$ cat src/rtl/dds_wave_gen.sv
// DDS waveform core: phase accumulator, phase offset, sine ROM port and a
// 4-stage sample pipeline producing a 14-bit offset-binary stream.
module dds_wave_gen #(
   parameter int P_ACC_W  = 27,
   parameter int P_DATA_W = 14,
   parameter int P_ROM_AW = 8
) (
   input  logic                i_clk,
   input  logic                i_rst,
   input  logic                i_run,
   input  logic                i_run_vld,
   input  logic [P_ACC_W-1:0]  i_fword,
   input  logic                i_fword_vld,
   input  logic [P_ROM_AW-1:0] i_pword,
   input  logic                i_pword_vld,
   input  logic [2:0]          i_mode,
   input  logic                i_mode_vld,
   input  logic [9:0]          i_duty,
   input  logic                i_duty_vld,
   output logic [P_ROM_AW-1:0] o_rom_addr,
   input  logic [P_DATA_W-1:0] i_rom_data,
   output logic [P_DATA_W-1:0] o_dds_data,
   output logic                o_dds_data_vld,
   output logic                o_sync
);

   typedef enum logic [2:0] {
      M_SINE   = 3'd0,
      M_SQUARE = 3'd1,
      M_TRI    = 3'd2,
      M_SAW_UP = 3'd3,
      M_SAW_DN = 3'd4,
      M_DC     = 3'd5
   } mode_e;

   localparam int                  LP_SHIFT = P_DATA_W - P_ROM_AW;
   localparam logic [P_DATA_W-1:0] LP_FULL  = '1;
   localparam logic [P_DATA_W-1:0] LP_MID   = {1'b1, {(P_DATA_W-1){1'b0}}};

   // latched control words
   logic                r_run;
   logic [P_ACC_W-1:0]  r_fword;
   logic [P_ROM_AW-1:0] r_pword;
   mode_e               r_mode;
   logic [9:0]          r_duty;
   logic [P_DATA_W-1:0] r_thresh;

   // pipeline state
   logic [P_ACC_W-1:0]  r_acc;
   logic                r_wrap;
   logic [P_DATA_W-1:0] r_p14_s1, r_p14_s2;
   logic                r_wrap_s1, r_wrap_s2;
   logic                r_run_s1, r_run_s2;

   logic [P_ACC_W:0]    w_acc_sum;
   logic [P_DATA_W-1:0] w_sample;

   assign w_acc_sum = {1'b0, r_acc} + {1'b0, r_fword};

   // r_acc/r_wrap pair with the current r_run as the stage-0 sample, so the
   // value held while stopped (0) becomes the first sample after a restart.
   always_ff @(posedge i_clk) begin
      if (i_rst) begin
         r_run          <= 1'b1;
         r_fword        <= P_ACC_W'(64);
         r_pword        <= '0;
         r_mode         <= M_SINE;
         r_duty         <= 10'd1;
         r_thresh       <= P_DATA_W'(16);
         r_acc          <= '0;
         r_wrap         <= 1'b0;
         r_p14_s1       <= '0;
         r_p14_s2       <= '0;
         r_wrap_s1      <= 1'b0;
         r_wrap_s2      <= 1'b0;
         r_run_s1       <= 1'b0;
         r_run_s2       <= 1'b0;
         o_rom_addr     <= '0;
         o_dds_data     <= LP_MID;
         o_dds_data_vld <= 1'b0;
         o_sync         <= 1'b0;
      end else begin
         if (i_run_vld)   r_run   <= i_run;
         if (i_fword_vld) r_fword <= i_fword;
         if (i_pword_vld) r_pword <= i_pword;
         if (i_mode_vld)  r_mode  <= mode_e'(i_mode);
         if (i_duty_vld)  r_duty  <= i_duty;
         r_thresh <= P_DATA_W'((25'(r_duty) * 25'd16777) >> 10);

         if (r_run) begin
            r_acc  <= w_acc_sum[P_ACC_W-1:0];
            r_wrap <= w_acc_sum[P_ACC_W];
         end else begin
            r_acc  <= '0;
            r_wrap <= 1'b0;
         end

         r_p14_s1   <= r_acc[P_ACC_W-1 -: P_DATA_W] + {r_pword, {LP_SHIFT{1'b0}}};
         o_rom_addr <= r_acc[P_ACC_W-1 -: P_ROM_AW] + r_pword;
         r_wrap_s1  <= r_wrap;
         r_run_s1   <= r_run;

         r_p14_s2  <= r_p14_s1;
         r_wrap_s2 <= r_wrap_s1;
         r_run_s2  <= r_run_s1;

         o_dds_data     <= r_run_s2 ? w_sample : LP_MID;
         o_dds_data_vld <= r_run_s2;
         o_sync         <= r_wrap_s2 & r_run_s2;
      end
   end

   // NOTE: default first so every mode path assigns w_sample and no latch is inferred.
   always_comb begin
      w_sample = LP_MID;
      case (r_mode)
         M_SINE:   w_sample = i_rom_data;
         M_SQUARE: begin
            if (r_duty >= 10'd1000)      w_sample = LP_FULL;
            else if (r_p14_s2 < r_thresh) w_sample = LP_FULL;
            else                          w_sample = '0;
         end
         M_TRI:    w_sample = r_p14_s2[P_DATA_W-1] ? ~{r_p14_s2[P_DATA_W-2:0], 1'b0}
                                                   :  {r_p14_s2[P_DATA_W-2:0], 1'b0};
         M_SAW_UP: w_sample = r_p14_s2;
         M_SAW_DN: w_sample = ~r_p14_s2;
         M_DC:     w_sample = LP_FULL;
         default:  w_sample = LP_MID;
      endcase
   end

endmodule

$ cat config.mk
export PLATFORM = sky130hd
export DESIGN_NAME = dds_wave_gen
export DESIGN_NICKNAME = d
export VERILOG_FILES = /design/src/rtl/dds_wave_gen.sv
export SDC_FILE = /design/constraint.sdc
export NUM_CORES = 1
export LEC_CHECK = 0
export ABC_CLOCK_PERIOD_IN_PS = 4200
export CAP_MARGIN = 20
export CORE_ASPECT_RATIO = 1.25
export CORE_MARGIN = 2
export CORE_UTILIZATION = 55
export DETAILED_ROUTE_END_ITERATION = 12
export GPL_TIMING_DRIVEN = 1
export PLACE_DENSITY = 0.88
export RECOVER_POWER = 25
export SLEW_MARGIN = 20
export SYNTH_ARGS = -nofsm -noshare
export SYNTH_HDL_FRONTEND = slang
export SYNTH_SLANG_ARGS = --single-unit
export TNS_END_PERCENT = 5
$ cat constraint.sdc
create_clock -name i_clk -period 4.2 [get_ports i_clk]
set_input_delay 0.84 -clock i_clk [delete_from_list [all_inputs] [get_ports i_clk]]
set_output_delay 0.84 -clock i_clk [all_outputs]
set_load 0.05 [all_outputs]
==> impl_metrics.env <==
export IMPL_status="finished clean"
export IMPL_whs_endpoint="r_p14_s2[2]$_SDFF_PP0_"
export IMPL_hold_violations=0
export IMPL_synth_top_cell_area_share_pct=34.2
export IMPL_start_util_pct=56.5
export IMPL_placed_area_mm2=0.00917
export IMPL_slowest_delay_ns=0.49
export IMPL_syn_avg_cell_area_um2=9.03
export IMPL_tightest_slew_ns=1.46
export IMPL_htree_levels=4
export IMPL_vdd_drop_max_mv=0.272
export IMPL_cts_root_buffer="clkbuf_16"
export IMPL_clkPwrFrac_pct=37.3
export IMPL_fin_hold_ws_ns=0.431
export IMPL_critical_path_top_delay_family="adder cells"
export IMPL_synth_warnings=0
export IMPL_core_rowCount=49
export IMPL_rsz0062_at_grt="false"
export IMPL_die_w_um=113
export IMPL_grt_max_degree=77
export IMPL_antenna_found_initial=0
export IMPL_clock_sinks=139
export IMPL_numCtsBuffers=17
export IMPL_synthTopCellsByArea="dfxtp_1 (34%), ha_1 (17%), mux2i_1 (6.3%)"
export IMPL_crit_path_frequent_cell="ha_1"
export IMPL_ios=94
export IMPL_p_comb_share_pct=22.8
export IMPL_p_per_area_mw_per_mm2=386
export IMPL_slew_headroom_pct=2.61
export IMPL_fin_total_pwr_mw=3.76
export IMPL_crit_fanout=6
export IMPL_syn_to_final_growth_pct=19.5
export IMPL_cap_violations=0
export IMPL_grt_pass1_vias=6884
export IMPL_reg2regPathDepth=14
export IMPL_finalCritPeriodShare_pct=97.5
export IMPL_cts_setup_buffers=0
export IMPL_overflow=0
export IMPL_setup_tns_ns=0
export IMPL_place_inst=1139
export IMPL_end_kind="register"
export IMPL_setup_viol=0
export IMPL_worst_path_buf_inv=2
export IMPL_ys_flop_type="dfxtp_1"
export IMPL_hold_depth=1
export IMPL_yosysUniqueCellTypes=59
export IMPL_final_layout_size_suffix_gt1_share_pct=5.44
export IMPL_die_area_mm2=0.0158
export IMPL_fillCellCount=1058
export IMPL_wirelength_um=18400
export IMPL_crit_chain="inv_1 -> ha_1 -> inv_1 -> ha_1 -> fa_1 -> fa_1 -> ha_1 -> ha_1 -> a21o_1 -> a221o_1 -> a21oi_2 -> o21ai_0 -> xnor2_1 -> nor2_1"
export IMPL_period_needed_ns=4.09
export IMPL_synth_seq_area_share_pct=34.2
export IMPL_skew_ns=0.00859
export IMPL_clk_latency_ns=0.43
export IMPL_async_flop_share_pct=0
export IMPL_timing_rr_end="r_thresh[7]$_SDFF_PP0_"
export IMPL_p_leak_nw=4.50
export IMPL_design_area_mm2=0.00973
export IMPL_hpwl_um=13400
export IMPL_cts_hold_buf=0
export IMPL_synth_top_area_cell="dfxtp_1"
export IMPL_core_mm2=0.0144
export IMPL_drtIter0Drc=401
export IMPL_portBuffers=93
export IMPL_fp_dieH_um=140
export IMPL_first_pass_iters=5
export IMPL_cp_start_kind="register"
export IMPL_track_usage_pct=24.2
export IMPL_layout_common_cells="dfxtp_1 (137), nor2_1 (114), ha_1 (109)"
export IMPL_final_common_cell="dfxtp_1"
export IMPL_synth_edf_count=0
export IMPL_path_clk_slew_ns=0.06
export IMPL_reg2reg_slack_ns=0.11
export IMPL_grt_pass1_wl_um=31000
export IMPL_p_int_mw=2.61
export IMPL_syn_area_mm2=0.00814
export IMPL_clock_path_buffers=2
export IMPL_avgViaCountPerCell=5.78
export IMPL_slowest_stage="fa_1"
export IMPL_drv_slew=0
export IMPL_diodes=0
export IMPL_worstHoldStart="r_p14_s1[2]$_SDFF_PP0_"
export IMPL_power_switching_share_pct=30.6
export IMPL_fin_nets=1172
export IMPL_vias=6770
export IMPL_critical_path_class="register to register"
export IMPL_gp_congestion=0.875
export IMPL_fmax_ghz=0.244
export IMPL_drc=0
export IMPL_hp_class="register to register"
export IMPL_timing_rr_start="r_duty[2]$_SDFFE_PP0P_"
export IMPL_seq_power_share_pct=39.9
export IMPL_synth_nets=1094
export IMPL_fin_cells=1171
export IMPL_switchingPower_mw=1.15
export IMPL_wire_per_inst_um=15.7
export IMPL_ys_ff_latch=139
export IMPL_cp_arrival_ns=4.35
export IMPL_ant_nets=0
export IMPL_cts_tree="built"
export IMPL_synth_cells=902
export IMPL_required_ns=4.45
worst reg2reg max path, delay by kind of cell (launching register included):
family          cells  cell delay [ns]
xor+xnor            1             0.21
flops               1             0.39
compound gates      4             1.10
buf+inv             2             0.11
fa+ha+maj           6             2.05
simple gates        1             0.06
stage by stage:
step                      utilization, %  setup WS (ns)
after floorplan                        -          0.442
after global placement              63.6          0.288
after detailed placement            63.6          0.131
after CTS                           67.5         0.0364
after global routing                67.6         0.0166
final                               67.6          0.105
routing by layer:
metal / part of all wire, % / up-vias / global-route usage (%)
li1: - / 3301 / -
met1: 40 / 3175 / 26.2
met2: 52 / 216 / 43.4
met3: 4.5 / 78 / 5.41
met4: 4.4 / 0 / 13.1
met5: 0 / - / 0
cells by family after synthesis:
group | count (synthesis) | synth area share (%)
mux | 52 | 6.41
xor+xnor | 39 | 4.19
compound gates | 182 | 14.7
buf+inv | 101 | 5.05
flops | 139 | 34.2
simple gates | 267 | 15.5
fa+ha+maj | 122 | 19.9
power groups by stage:
stage | Combinational, mW | Sequential, mW | Clock [mW]
6_report | 0.857 | 1.50 | 1.40
3_3_place_gp | 0.799 | 1.52 | 0
2_1_floorplan | 0.607 | 1.51 | 0
4_1_cts | 0.854 | 1.50 | 1.42
5_1_grt | 0.954 | 1.51 | 1.49
3_5_place_dp | 0.835 | 1.53 | 0
repair_timing:
action                     in CTS  in global routing
hold endpoints to repair        0                  0
setup endpoints to repair       0                  4
resized for setup               0                  4
flip-flops by register name, indices dropped and copies added (netlist names), 6 cells and up:
register,count
r_acc,27
o_rom_addr,8
r_p14_s1,6
r_duty,10
o_dds_data,14
r_fword,27
r_pword,8
r_thresh,14
r_p14_s2,14
worst max-delay path by stage:
stage          depth (start not counted)  slack [ns]                      end                    from
5_1_grt                               14        0.02   r_thresh[7]$_SDFF_PP0_  r_duty[2]$_SDFFE_PP0P_
3_5_place_dp                          14        0.13  r_thresh[12]$_SDFF_PP0_  r_duty[2]$_SDFFE_PP0P_
6_report                              14        0.11   r_thresh[7]$_SDFF_PP0_  r_duty[2]$_SDFFE_PP0P_
4_1_cts                               14        0.04   r_thresh[7]$_SDFF_PP0_  r_duty[2]$_SDFFE_PP0P_
3_3_place_gp                          14        0.29  r_thresh[12]$_SDFF_PP0_  r_duty[2]$_SDFFE_PP0P_
2_1_floorplan                         14        0.44  r_thresh[12]$_SDFF_PP0_  r_duty[4]$_SDFFE_PP0P_
Yosys cell counts (3+ instances only):
cell and n:
dfxtp_1 139, mux2i_1 51, o21a_1 5, buf_4 8, nand2b_1 7, a31oi_1 6, fa_1 13, o221ai_1 3
or2_2 3, a211oi_1 17, nor3b_1 7, xnor2_1 26, nor2b_1 34, nand4_1 9, nand2_1 40, buf_1 8
ha_1 109, a21o_1 17, a21oi_1 69, and3_1 7, nand3_1 14, nor3_1 20, xor2_1 13, inv_1 58
nor2_1 114, o22a_1 11, o21bai_1 6, o21ai_0 21, clkbuf_1 25, and2_1 6
layout make-up:
cell class | instances | area, um2 | area share (%)
inverters | 58 | 218 | 2.24
well taps | 178 | 223 | 2.29
clock inverters | 13 | 109 | 1.12
multi-input cells | 662 | 4960 | 50.9
clock buffers | 19 | 453 | 4.65
flip-flops and latches | 139 | 2790 | 28.6
repair buffers | 102 | 987 | 10.1
Power figures use the tool's default switching activity.
